**config.mk**
```make
export PLATFORM = sky130hd
export DESIGN_NAME = relu_share_sched
export DESIGN_NICKNAME = d
export VERILOG_FILES = /design/src/rtl/relu_share_sched.sv
export SDC_FILE = /design/constraint.sdc
export NUM_CORES = 1
export LEC_CHECK = 0
export ABC_AREA = 1
export BUFFER_PORTS_ARGS = -buffer_cell sky130_fd_sc_hd__buf_2
export CORE_MARGIN = 2
export CORE_UTILIZATION = 25
export CTS_CLUSTER_DIAMETER = 30
export DETAILED_ROUTE_END_ITERATION = 10
export PLACE_DENSITY_LB_ADDON = 0.12
export SYNTH_ARGS = -nofsm -noshare
export SYNTH_HDL_FRONTEND = slang
export SYNTH_HIERARCHICAL = 1
export SYNTH_SLANG_ARGS = --single-unit
```
**constraint.sdc**
```tcl
create_clock -name clk -period 2.59 [get_ports clk]
set_input_delay 0.518 -clock clk [delete_from_list [all_inputs] [get_ports clk]]
set_output_delay 0.518 -clock clk [all_outputs]
set_load 0.05 [all_outputs]
```
**src/rtl/relu_share_sched.sv**
```systemverilog
// Round-robin scheduler sharing one registered relu between NUM_REQ accumulators.
// One item is in flight at a time: grant -> CALC -> OUT (held until accepted).

module relu #(
  parameter int dataWidth      = 16,
  parameter int weightIntWidth = 4
) (
  input  logic                   clk,
  input  logic                   rst_n,
  input  logic [2*dataWidth-1:0] x,
  output logic [dataWidth-1:0]   out
);

  localparam int XW = 2 * dataWidth;

  logic [dataWidth-1:0] w_y;

  // Clamp negatives to zero, saturate values whose integer part overflows.
  always_comb begin
    w_y = {dataWidth{1'b0}};
    if (x[XW-1]) begin
      w_y = {dataWidth{1'b0}};
    end else if (|x[XW-1 -: weightIntWidth+1]) begin
      w_y = {1'b0, {(dataWidth-1){1'b1}}};
    end else begin
      w_y = x[XW-1-weightIntWidth -: dataWidth];
    end
  end

  // Result register, refreshed every cycle from the held operand.
  always_ff @(posedge clk or negedge rst_n) begin
    if (!rst_n) begin
      out <= {dataWidth{1'b0}};
    end else begin
      out <= w_y;
    end
  end

endmodule

module relu_share_sched #(
  parameter int NUM_REQ        = 4,
  parameter int dataWidth      = 16,
  parameter int weightIntWidth = 4,
  parameter int ID_W           = $clog2(NUM_REQ)
) (
  input  logic                           clk,
  input  logic                           rst_n,
  input  logic [NUM_REQ-1:0]             req_valid,
  input  logic [NUM_REQ*2*dataWidth-1:0] req_data,
  output logic [NUM_REQ-1:0]             req_ready,
  output logic                           out_valid,
  output logic [dataWidth-1:0]           out_data,
  output logic [ID_W-1:0]                out_id,
  input  logic                           out_ready,
  output logic                           busy
);

  localparam int OPW = 2 * dataWidth;
  localparam logic [NUM_REQ-1:0] ONE_HOT0 = {{(NUM_REQ-1){1'b0}}, 1'b1};

  typedef enum logic [1:0] {
    ST_IDLE = 2'd0,
    ST_CALC = 2'd1,
    ST_OUT  = 2'd2
  } state_t;

  state_t            r_state;
  state_t            w_state_nxt;
  logic [OPW-1:0]    r_operand;
  logic [ID_W-1:0]   r_out_id;
  logic [ID_W-1:0]   r_rr;

  logic              w_grant_ok;
  logic              w_grant;
  logic [ID_W-1:0]   w_win_idx;
  logic [OPW-1:0]    w_win_data;
  logic [NUM_REQ-1:0] w_req_ready;

  assign w_grant_ok = (r_state == ST_IDLE) || ((r_state == ST_OUT) && out_ready);

  // Rotating-priority search starting just after the last winner.
  always_comb begin : arb_blk
    logic [ID_W:0]   v_sum;
    logic [ID_W-1:0] v_idx;
    logic            v_hit;
    v_sum     = {(ID_W+1){1'b0}};
    v_idx     = {ID_W{1'b0}};
    v_hit     = 1'b0;
    w_grant   = 1'b0;
    w_win_idx = {ID_W{1'b0}};
    for (int k = 1; k <= NUM_REQ; k++) begin
      v_sum     = {1'b0, r_rr} + (ID_W+1)'(k);
      v_sum     = (v_sum >= (ID_W+1)'(NUM_REQ)) ? (v_sum - (ID_W+1)'(NUM_REQ)) : v_sum;
      v_idx     = v_sum[ID_W-1:0];
      v_hit     = w_grant_ok & req_valid[v_idx] & ~w_grant;
      w_win_idx = v_hit ? v_idx : w_win_idx;
      w_grant   = w_grant | v_hit;
    end
    w_req_ready = w_grant ? (ONE_HOT0 << w_win_idx) : {NUM_REQ{1'b0}};
  end

  // Operand select for the winner; the grant path never looks at data.
  always_comb begin
    w_win_data = {OPW{1'b0}};
    for (int i = 0; i < NUM_REQ; i++) begin
      w_win_data = (w_win_idx == ID_W'(i)) ? req_data[i*OPW +: OPW] : w_win_data;
    end
  end

  // Next-state logic.
  always_comb begin
    w_state_nxt = r_state;
    case (r_state)
      ST_IDLE: w_state_nxt = w_grant ? ST_CALC : ST_IDLE;
      ST_CALC: w_state_nxt = ST_OUT;
      ST_OUT: begin
        if (out_ready) begin
          w_state_nxt = w_grant ? ST_CALC : ST_IDLE;
        end else begin
          w_state_nxt = ST_OUT;
        end
      end
      default: w_state_nxt = ST_IDLE;
    endcase
  end

  // State register.
  always_ff @(posedge clk or negedge rst_n) begin
    if (!rst_n) begin
      r_state <= ST_IDLE;
    end else begin
      r_state <= w_state_nxt;
    end
  end

  // Operand, tag and round-robin pointer load on a grant, otherwise hold.
  always_ff @(posedge clk or negedge rst_n) begin
    if (!rst_n) begin
      r_operand <= {OPW{1'b0}};
      r_out_id  <= {ID_W{1'b0}};
      r_rr      <= ID_W'(NUM_REQ-1);
    end else if (w_grant) begin
      r_operand <= w_win_data;
      r_out_id  <= w_win_idx;
      r_rr      <= w_win_idx;
    end else begin
      r_operand <= r_operand;
      r_out_id  <= r_out_id;
      r_rr      <= r_rr;
    end
  end

  relu #(
    .dataWidth      (dataWidth),
    .weightIntWidth (weightIntWidth)
  ) u_relu (
    .clk   (clk),
    .rst_n (rst_n),
    .x     (r_operand),
    .out   (out_data)
  );

  assign req_ready = w_req_ready;
  assign out_valid = (r_state == ST_OUT);
  assign out_id    = r_out_id;
  assign busy      = (r_state != ST_IDLE);

endmodule

```
======== Word-level counts from Yosys, hierarchy flattened ========
Cells that the tools add are included.
word-level totals
  ROM bits ................................ 0
  input port bits ......................... 135
  bits in latches ......................... 0
  logic and storage cells ................. 72
  register bits after elaboration ......... 54
  memories kept ........................... 0
  memory bits (writable) .................. 0
  output and inout port bits .............. 24
cells by class
  shift-type cells ........................ 1
  equal/unequal tests ..................... 5
  mux-type cells .......................... 26
  bitwise logic cells ..................... 13
  reductions and logical operators ........ 6
  multipliers ............................. 0
  add/sub/neg operators ................... 8
  order comparisons ....................... 8
  div/mod/pow operators ................... 0
operators with widths
  cell                                                         count
  two-way mux 32 bit                                           4
  two-way mux 16 bit                                           2
  two-way mux 2 bit                                            9
  greater-or-equal comparator 3 bit (second input constant)    4
  less-than comparator 2 x 3 -> 1 bit (second input constant)  4
  binary-select mux 1 bit (select 2 bit)                       4
  subtractor 2 x 1 -> 2 bit (second input constant)            4
  bitwise AND 1 bit                                            7
  adder 2 x 2 -> 3 bit (second input constant)                 2
  equality test 2 bit (second input constant)                  3
  case mux 2 bit (3 select lines)                              1
  two-way mux 1 bit                                            5
  OR reduction 5 bit                                           1
  equality test 2 x 1 -> 1 bit (second input constant)         2
  zero test 2 bit                                              2
  two-way mux 4 bit                                            1
  left shift 1 x 2 -> 4 bit (first input constant)             1
  adder 2 x 1 -> 3 bit (second input constant)                 1
  adder 2 x 3 -> 3 bit (second input constant)                 1
  NOT 1 bit                                                    3
  bitwise OR 1 bit                                             3
  nonzero test 2 bit                                           1
  logical AND 1 bit                                            1
  logical OR 1 bit                                             1

======== Logic depth before layout (Yosys ltp) ========
Gate-level depths: netlist of run 1.
  depth in word-level cells ............... 20
  mapped depth ............................ 17
  mapped depth without buffers ............ 16

======== Modules after synthesis ========
Netlist of run 1, hierarchy kept.
modules (own cells, without submodules)
  module            cells an instance  times used  area an instance (sq um)  seq. area each (sq um)
  relu_share_sched  467                1           2904.0                    953.4
  relu              38                 1           550.5                     400.4

======== Worst setup path after synthesis of run 1 ========
OpenSTA, ideal clock, no wires.
  path type ............................... register -> output
  from .................................... reg r_rr[0]
  to ...................................... out req_ready[0]
  data arrival time ....................... 2689 ps
  data required time ...................... 2072 ps
  setup slack ............................. -617 ps
  cell stages (with the launch flop) ...... 13
  path buffers ............................ 2
  path through ............................ dfstp_2 -> inv_2 -> nand2_1 -> nand2_1 -> nand2_2 -> nand3_4 -> a21oi_1 -> nand2_1 -> nand2_4 -> inv_4 -> buf_6 -> buf_6 -> nor3_1
between the ends
  cells in the longest elaborated chain, start to end .. 17
  elaborated cells between the ends (all ways) .. 43
  classes of those cells .................. add/sub: 8; order compare: 4; shift: 1; mux: 17; bitwise: 13
ends and longest elaborated chain
  element                                                                         line  source
  start, declared                                                                 72    logic [ID_W-1:0] r_rr;
  start signal, assigned                                                          142   r_rr <= ID_W'(NUM_REQ-1);
  start signal, assigned                                                          146   r_rr <= w_win_idx;
  start signal, assigned                                                          150   r_rr <= r_rr;
  adder 2 x 1 -> 3 bit                                                            93    v_sum = {1'b0, r_rr} + (ID_W+1)'(k);
  greater-or-equal comparator 3 bit or subtractor 2 x 1 -> 2 bit (tied branches)  94    v_sum = (v_sum >= (ID_W+1)'(NUM_REQ)) ? (v_sum - (ID_W+1)'(NUM_REQ)) : v_sum;
  two-way mux 2 bit                                                               94
  binary-select mux 1 bit (select 2 bit)                                          96    v_hit = w_grant_ok & req_valid[v_idx] & ~w_grant;
  two-way mux 1 bit (not written as such)                                         96
  bitwise AND 1 bit                                                               96
  NOT 1 bit                                                                       96
  bitwise AND 1 bit                                                               96
  bitwise OR 1 bit                                                                98    w_grant = w_grant | v_hit;
  NOT 1 bit                                                                       96
  bitwise AND 1 bit                                                               96
  bitwise OR 1 bit                                                                98
  NOT 1 bit                                                                       96
  bitwise AND 1 bit                                                               96
  two-way mux 2 bit                                                               97    w_win_idx = v_hit ? v_idx : w_win_idx;
  left shift 1 x 2 -> 4 bit                                                       100   w_req_ready = w_grant ? (ONE_HOT0 << w_win_idx) : {NUM_REQ{1'b0}};
  two-way mux 4 bit (*)                                                           100
  end, declared                                                                   51    output logic [NUM_REQ-1:0] req_ready,
Every way passes the cells marked *; elsewhere a longest branch is shown, timed or not. The select of a mux whose other input is x is not followed.

======== Worst setup path after layout of run 1 ========
  from .................................... reg r_rr[1]
  to ...................................... out req_ready[3]
The elaborated chain is that of the path after synthesis.

==> flow_metrics.env, run 1 <==
export IMPL_status="complete, but fails checks"
export IMPL_violations="negative setup slack"
export IMPL_finalCriticalPeriod_ns=2.71
export IMPL_gp_congestion=0.736
export IMPL_cts_hold_buf=0
export IMPL_fin_crit_sh_pct=105
export IMPL_syn_avg_cell_area_um2=7.15
export IMPL_die_y_um=106
export IMPL_slew_headroom_pct=62.8
export IMPL_hp_class="in2async"
export IMPL_coreArea_um2=10300
export IMPL_worstPathCellList="buf_4 > nand2_1 > nand2_4 > nand2_2 > nand3_4 > nand4_1 > buf_4 > nor2_4 > nor2_8 > buf_4 > nor2_8 > buf_8"
export IMPL_worst_slack_ns=-0.124
export IMPL_grt_use_total_pct=14.8
export IMPL_drt_initial_drc_count=64
export IMPL_cts_buffers=5
export IMPL_clock_skew_final_ns=0.00492
export IMPL_tightest_slew_ns=0.558
export IMPL_cpPeakStageDelay_ns=0.56
export IMPL_drive_above_1_share_pct=39.6
export IMPL_drv_cap=0
export IMPL_fp_row_count=37
export IMPL_crit_fanout=7
export IMPL_nNetsFinal=621
export IMPL_crit_buf_inv=4
export IMPL_syn_inst=367
export IMPL_clkLatencyLatePin_ns=0.29
export IMPL_cts_htree_levels=2
export IMPL_wl_per_cell_um=13.3
export IMPL_fin_util_pct=35.1
export IMPL_routed_via_count=2711
export IMPL_die_area_um2=11300
export IMPL_antenna_found_initial=0
export IMPL_crit_slowest_cell="dfstp_2"
export IMPL_dr_pass1_iters=4
export IMPL_max_freq_mhz=368
export IMPL_wl_met1_um=3810
export IMPL_grt_pass1_wl_um=13100
export IMPL_io_pins=159
export IMPL_setup_violations=4
export IMPL_cts_tree="yes"
export IMPL_worst_setup_path_start_kind="register"
export IMPL_io_buffers=110
export IMPL_hold_violations=0
export IMPL_grt_ovfl_total=0
export IMPL_diodes=0
export IMPL_cp_top_family="simple AND/OR/NAND/NOR gates"
export IMPL_endpoint_kind="output port"
export IMPL_start_util_pct=25.5
export IMPL_worstPathArrival_ns=2.20
export IMPL_wl_met2_um=3930
export IMPL_drcViolationCount=0
export IMPL_vias_per_cell=4.35
export IMPL_grt_pass1_vias=2641
export IMPL_numClockSinks=42
export IMPL_cts_buffer_depth=2
export IMPL_syn_to_final_growth_pct=37.7
export IMPL_clk_pin_slew_ns=0.08
export IMPL_syn_nets=502
export IMPL_critPathKind="reg2out"
export IMPL_wl_met3_um=473
export IMPL_slew_violations=0
export IMPL_worstPathRequired_ns=2.07
export IMPL_antenna_left=0
export IMPL_die_w_um=106
export IMPL_dpl_hpwl_um=6320
export IMPL_routed_wl_um=8310
export IMPL_yosys_warnings=6
export IMPL_grt_max_degree=26
export IMPL_crit_top_cell="buf_4"
export IMPL_syn_area_um2=2620
export IMPL_top_layer="met4"
export IMPL_rsz0062_at_grt="true"
export IMPL_root_buffer="clkbuf_8"
[per-stage QoR]
| stage | hold slack (ns) | std cells | setup slack (ns) | instance area (um^2) | TNS (ns) |
|---|---|---|---|---|---|
| 2_1_floorplan | 0.222 | 367 | 0.0263 | 2640 | 0 |
| 3_3_place_gp | 0.366 | 599 | -0.0168 | 3270 | -0.0168 |
| 3_5_place_dp | 0.361 | 599 | -0.0316 | 3270 | -0.0316 |
| 4_1_cts | 0.0384 | 621 | -0.131 | 3560 | -0.430 |
| 5_1_grt | 0.0395 | 623 | -0.245 | 3610 | -1.08 |
| 6_report | 0.0445 | 623 | -0.124 | 3610 | -0.294 |
[metal layers]
| metal | vias up | track usage [%] |
|---|---|---|
| met5 | - | 0 |
| met4 | 0 | 3.06 |
| met3 | 6 | 2.76 |
| met2 | 93 | 25.0 |
| met1 | 1218 | 19.9 |
| li1 | 1394 | - |
[sequential cells by signal, indices dropped and copies added (netlist names)]
name and count:
u_relu/out 16, r_operand 20, out_id 2, r_state 2, r_rr 2
[worst paths after layout]
check | to | cells past startpoint | slack, ns | start
setup / recovery | req_ready[3] | 12 | -0.12 | r_rr[1]
min in group clk | out_id[1] | 2 | 0.48 | out_id[1]
setup reg to reg | r_operand[19] | 16 | 0.08 | r_rr[1]
hold reg to reg | out_id[1] | 2 | 0.48 | out_id[1]
max in group asynchronous | r_rr[1] | 2 | 1.99 | rst_n
hold / removal | u_relu/out[4] | 1 | 0.04 | rst_n
[placed cells by master (no fill, tap or decap), types with 2 or more instances in the layout]
cell type  instances
a21oi_1            3
buf_2            106
buf_4             28
buf_6              3
buf_8              2
clkbuf_8           5
dfrtp_1           40
dfstp_2            2
inv_1             23
inv_2              4
inv_4              2
nand2_1          100
nand2_2           16
nand2_4            2
nand3_1           52
nand3_2            6
nand4_1            2
nor2_1            38
nor2_2             3
nor2_4             5
nor2_8             2
o21a_1            15
o21ai_0           19
[what timing repair did]
action	CTS	global route
endpoints found under the hold margin	0	0
pin swaps	18	8
endpoints found under the setup margin	4	16
gates resized for setup	31	10
buffers inserted	15	2
[area by class of cell]
class	count	area [um^2]
clock buffers	6	72.6
clock inverters	2	13.8
fillers	1163	6670
inverters	29	114
multi-input cells	268	1360
flip-flops and latches	42	1050
well taps	136	170
repair buffers	140	825
Power of run 1 is not shown: default switching activity piles up to over one toggle a cycle in this logic, so the estimate is an artifact.
==> run 2, diff against run 1 <==
--- a/config.mk
+++ b/config.mk
@@ -7,11 +7,14 @@
 export LEC_CHECK = 0
 export ABC_AREA = 1
 export BUFFER_PORTS_ARGS = -buffer_cell sky130_fd_sc_hd__buf_2
+export CELL_PAD_IN_SITES_DETAIL_PLACEMENT = 1
+export CELL_PAD_IN_SITES_GLOBAL_PLACEMENT = 1
 export CORE_MARGIN = 2
-export CORE_UTILIZATION = 25
+export CORE_UTILIZATION = 32
 export CTS_CLUSTER_DIAMETER = 30
 export DETAILED_ROUTE_END_ITERATION = 10
 export PLACE_DENSITY_LB_ADDON = 0.12
+export SKIP_CTS_REPAIR_TIMING = 1
 export SYNTH_ARGS = -nofsm -noshare
 export SYNTH_HDL_FRONTEND = slang
 export SYNTH_HIERARCHICAL = 1
==> flow_metrics.env, run 2 (synthesis gave the netlist of run 1 again) <==
export IMPL_status="complete, but fails checks"
export IMPL_violations="negative setup slack"
export IMPL_ff2ff_setup_slack_ns=0.20
export IMPL_cts_buffer_depth=2
export IMPL_rsz0062_at_grt="true"
export IMPL_r2r_end="r_operand[22]"
export IMPL_io_buffers=110
export IMPL_gp_congestion=0.797
export IMPL_slew_headroom_pct=60.8
export IMPL_grt_pass1_wl_um=13900
export IMPL_drive_above_1_share_pct=40.2
export IMPL_place_ws_ns=-0.0439
export IMPL_critPathKind="reg2out"
export IMPL_crit_slowest_cell="dfstp_2"
export IMPL_crit_buf_inv=3
export IMPL_syn_to_final_growth_pct=37.2
export IMPL_fin_crit_sh_pct=106
export IMPL_cts_tree="yes"
export IMPL_worstSetupStartpoint="r_rr[1]"
export IMPL_placed_cell_area_um2=3240
export IMPL_die_area_um2=8940
export IMPL_fp_row_count=33
export IMPL_start_util_pct=32.4
export IMPL_worst_setup_path_start_kind="register"
export IMPL_r2r_cells=15
export IMPL_grt_pass1_vias=2858
export IMPL_layout_commonest_cell="buf_2"
export IMPL_cts_buffers=5
export IMPL_antenna_found_initial=0
export IMPL_antenna_left=0
export IMPL_hp_class="in2async"
export IMPL_drt_initial_drc_count=54
export IMPL_clk_pin_slew_ns=0.08
export IMPL_path_depth=11
export IMPL_fin_area_um2=3600
export IMPL_top_regs="r_operand (20), u_relu/out (16)"
export IMPL_hold_violations=0
export IMPL_routed_via_count=2808
export IMPL_root_buffer="clkbuf_8"
export IMPL_diodes=0
export IMPL_grt_use_total_pct=19.9
export IMPL_coreArea_um2=8090
export IMPL_finalCriticalPeriod_ns=2.74
export IMPL_cp_top_family="simple AND/OR/NAND/NOR gates"
export IMPL_cts_htree_levels=2
export IMPL_slew_violations=0
export IMPL_placed_cells=569
export IMPL_worstReg2RegStart="r_rr[0]"
export IMPL_die_y_um=94.6
export IMPL_dpl_hpwl_um=6330
export IMPL_fillers=1087
export IMPL_grt_max_degree=29
export IMPL_worstPathArrival_ns=2.22
export IMPL_drcViolationCount=0
export IMPL_numClockSinks=42
export IMPL_routed_wl_um=8660
export IMPL_vias_per_cell=4.78
export IMPL_drv_cap=0
export IMPL_wl_per_cell_um=14.8
export IMPL_worstPathRequired_ns=2.07
export IMPL_die_w_um=94.6
export IMPL_crit_fanout=7
export IMPL_layout_common_cells="buf_2, nand2_1, nand3_1"
export IMPL_clkLatencyLatePin_ns=0.30
export IMPL_finalSetupTns_ns=-0.488
export IMPL_grt_ovfl_total=0
export IMPL_clock_skew_final_ns=0.00707
export IMPL_worst_slack_ns=-0.148
export IMPL_cpPeakStageDelay_ns=0.58
export IMPL_worstPathCellList="buf_4 > nand2_1 > nand2_2 > nand2_2 > nand3_4 > nand4_1 > buf_4 > nor2_4 > nor2_8 > nor2_8 > buf_8"
export IMPL_endpoint_kind="output port"
export IMPL_dr_pass1_iters=4
export IMPL_stdcell_count=587
export IMPL_setup_violations=4
export IMPL_max_freq_mhz=365
export IMPL_nNetsFinal=616
export IMPL_top_register="r_operand"
export IMPL_largest_reg_flops=20
export IMPL_io_pins=159
export IMPL_tightest_slew_ns=0.587
[run 2: cell types whose count changed in the layout (fill, tap and decap cells not counted), sizes merged]
cell	delta
inv	-1
buf	-5
bufinv	+1
clkinvlp	+1
clkinv	-1
[run 2: worst max-delay path by stage]
| stage | end |
|---|---|
| 3_3_place_gp | req_ready[1] |
| 6_report | req_ready[3] |
| 3_5_place_dp | req_ready[1] |
| 4_1_cts | req_ready[1] |
| 5_1_grt | req_ready[3] |
| 2_1_floorplan | req_ready[0] |
[run 2: routing by layer]
layer	vias up	GRT usage, %	wire, um
met5	-	0	0
met4	0	5.31	133
met3	11	3.75	392
met2	75	35.1	4450
met1	1341	25.0	3690
li1	1381	-	-
[run 2: layout make-up]
class / count / area, um^2 / share of cell area [%]
clock buffers: 6 / 72.6 / 2.02
inverters: 29 / 121 / 3.37
repair buffers: 135 / 782 / 21.7
well taps: 105 / 131 / 3.65
multi-input cells: 268 / 1400 / 38.9
flip-flops and latches: 42 / 1050 / 29.3
clock inverters: 2 / 37.5 / 1.04
[run 2: stage by stage]
step                      util (%)  hold WS, ns
final                         44.5        0.113
after CTS                     41.4        0.121
after global placement        40.0        0.445
after global routing          44.5        0.135
after floorplan                  -        0.222
after detailed placement      40.0        0.453
Power of run 2 is left out for the same reason.
==> run 3, diff against run 2 <==
--- a/config.mk
+++ b/config.mk
@@ -9,12 +9,13 @@
 export BUFFER_PORTS_ARGS = -buffer_cell sky130_fd_sc_hd__buf_2
 export CELL_PAD_IN_SITES_DETAIL_PLACEMENT = 1
 export CELL_PAD_IN_SITES_GLOBAL_PLACEMENT = 1
-export CORE_MARGIN = 2
+export CORE_MARGIN = 1.5
 export CORE_UTILIZATION = 32
 export CTS_CLUSTER_DIAMETER = 30
 export DETAILED_ROUTE_END_ITERATION = 10
 export PLACE_DENSITY_LB_ADDON = 0.12
 export SKIP_CTS_REPAIR_TIMING = 1
+export SLEW_MARGIN = 20
 export SYNTH_ARGS = -nofsm -noshare
 export SYNTH_HDL_FRONTEND = slang
 export SYNTH_HIERARCHICAL = 1
==> flow_metrics.env, run 3 (synthesis gave the netlist of run 1 again) <==
export IMPL_clock_skew_final_ns=0.0105
export IMPL_rsz0062_at_grt="true"
export IMPL_die_area_um2=8750
export IMPL_worstPathArrival_ns=2.17
export IMPL_diodes=0
export IMPL_endpoint_kind="output port"
export IMPL_grt_use_total_pct=20.7
export IMPL_drt_initial_drc_count=74
export IMPL_die_w_um=93.6
export IMPL_violations="negative setup slack"
export IMPL_worstReg2RegStart="r_rr[0]"
export IMPL_drive_above_1_share_pct=36.7
export IMPL_dpl_hpwl_um=6260
export IMPL_placed_cells=566
export IMPL_numClockSinks=42
export IMPL_grt_pass1_vias=2901
export IMPL_grt_ovfl_total=0
export IMPL_crit_fanout=6
export IMPL_die_y_um=93.6
export IMPL_worstPathRequired_ns=2.07
export IMPL_r2r_cells=14
export IMPL_dr_pass1_iters=4
export IMPL_worst_setup_path_start_kind="register"
export IMPL_max_freq_mhz=372
export IMPL_clkLatencyLatePin_ns=0.30
export IMPL_io_buffers=110
export IMPL_layout_commonest_cell="buf_2"
export IMPL_cts_buffer_depth=2
export IMPL_hp_class="in2async"
export IMPL_cts_tree="yes"
export IMPL_grt_pass1_wl_um=13900
export IMPL_syn_to_final_growth_pct=32.0
export IMPL_wl_per_cell_um=14.6
export IMPL_finalCriticalPeriod_ns=2.69
export IMPL_ff2ff_setup_slack_ns=0.22
export IMPL_drv_cap=0
export IMPL_ff_latch_area_um2=1050
export IMPL_setup_violations=4
export IMPL_stdcell_count=581
export IMPL_cts_htree_levels=2
export IMPL_start_util_pct=33.4
export IMPL_nNetsFinal=613
export IMPL_grt_max_degree=28
export IMPL_slew_headroom_pct=59.7
export IMPL_antenna_left=0
export IMPL_worst_slack_ns=-0.100
export IMPL_routed_via_count=2740
export IMPL_clk_pin_slew_ns=0.08
export IMPL_routed_wl_um=8490
export IMPL_r2r_end="r_operand[27]"
export IMPL_slew_violations=0
export IMPL_io_pins=159
export IMPL_drcViolationCount=0
export IMPL_cts_buffers=5
export IMPL_antenna_found_initial=1
export IMPL_largest_reg_flops=20
export IMPL_status="complete, but fails checks"
export IMPL_top_register="r_operand"
export IMPL_critPathKind="reg2out"
export IMPL_root_buffer="clkbuf_8"
export IMPL_hold_violations=0
export IMPL_layout_common_cells="buf_2, nand2_1, nand3_1"
export IMPL_vias_per_cell=4.72
export IMPL_fin_util_pct=44.1
export IMPL_top_regs="r_operand (20), u_relu/out (16)"
export IMPL_multi_input_area_um2=1320
export IMPL_coreArea_um2=7850
export IMPL_gp_congestion=0.788
export IMPL_fin_crit_sh_pct=104
export IMPL_fillers=1098
export IMPL_tightest_slew_ns=0.605
export IMPL_fp_row_count=32
==> run 3: metrics by stage <==
step | instance area (um^2) | setup slack (ns) | TNS, ns | hold slack, ns
global placement | 3240 | 0.0805 | 0 | 0.459
CTS | 3330 | -0.313 | -0.991 | 0.143
global route | 3460 | -0.232 | -0.805 | 0.160
detailed placement | 3240 | 0.0260 | 0 | 0.468
floorplan | 2640 | 0.0263 | 0 | 0.222
finish | 3460 | -0.100 | -0.318 | 0.133
==> run 3: layout make-up <==
class | instances | share of cell area, %
multi-input cells | 268 | 38.2
inverters | 29 | 3.36
flip-flops and latches | 42 | 30.4
clock inverters | 2 | 0.361
repair buffers | 132 | 21.6
well taps | 102 | 3.69
clock buffers | 6 | 2.39
==> run 3: worst max-delay path, cell delays in order, from the launching register on <==
cell	delay [ns]
dfstp_2	0.58
buf_4	0.15
nand2_1	0.06
nand2_2	0.10
nand2_1	0.08
nand2_1	0.08
nor2_2	0.06
nand4_1	0.14
nand2_2	0.11
nor2_8	0.22
nand2_2	0.07
inv_2	0.08
buf_8	0.14
==> run 3: how the worst max path moves through the flow <==
stage / from / end / slack, ns
after floorplan: r_rr[0] / req_ready[0] / 0.03
after global routing: r_rr[0] / req_ready[1] / -0.23
after CTS: r_rr[0] / req_ready[1] / -0.31
final: r_rr[0] / req_ready[1] / -0.10
after detailed placement: r_rr[0] / req_ready[1] / 0.03
after global placement: r_rr[0] / req_ready[1] / 0.08
==> run 3: per-layer routing <==
metal	global-route usage [%]	share of wire, %	wire, um
met3	3.82	5.1	436
met4	5.72	1.5	124
met1	24.9	43	3610
met5	0	0	0
met2	37.5	51	4320
Power of run 3 is left out for the same reason.
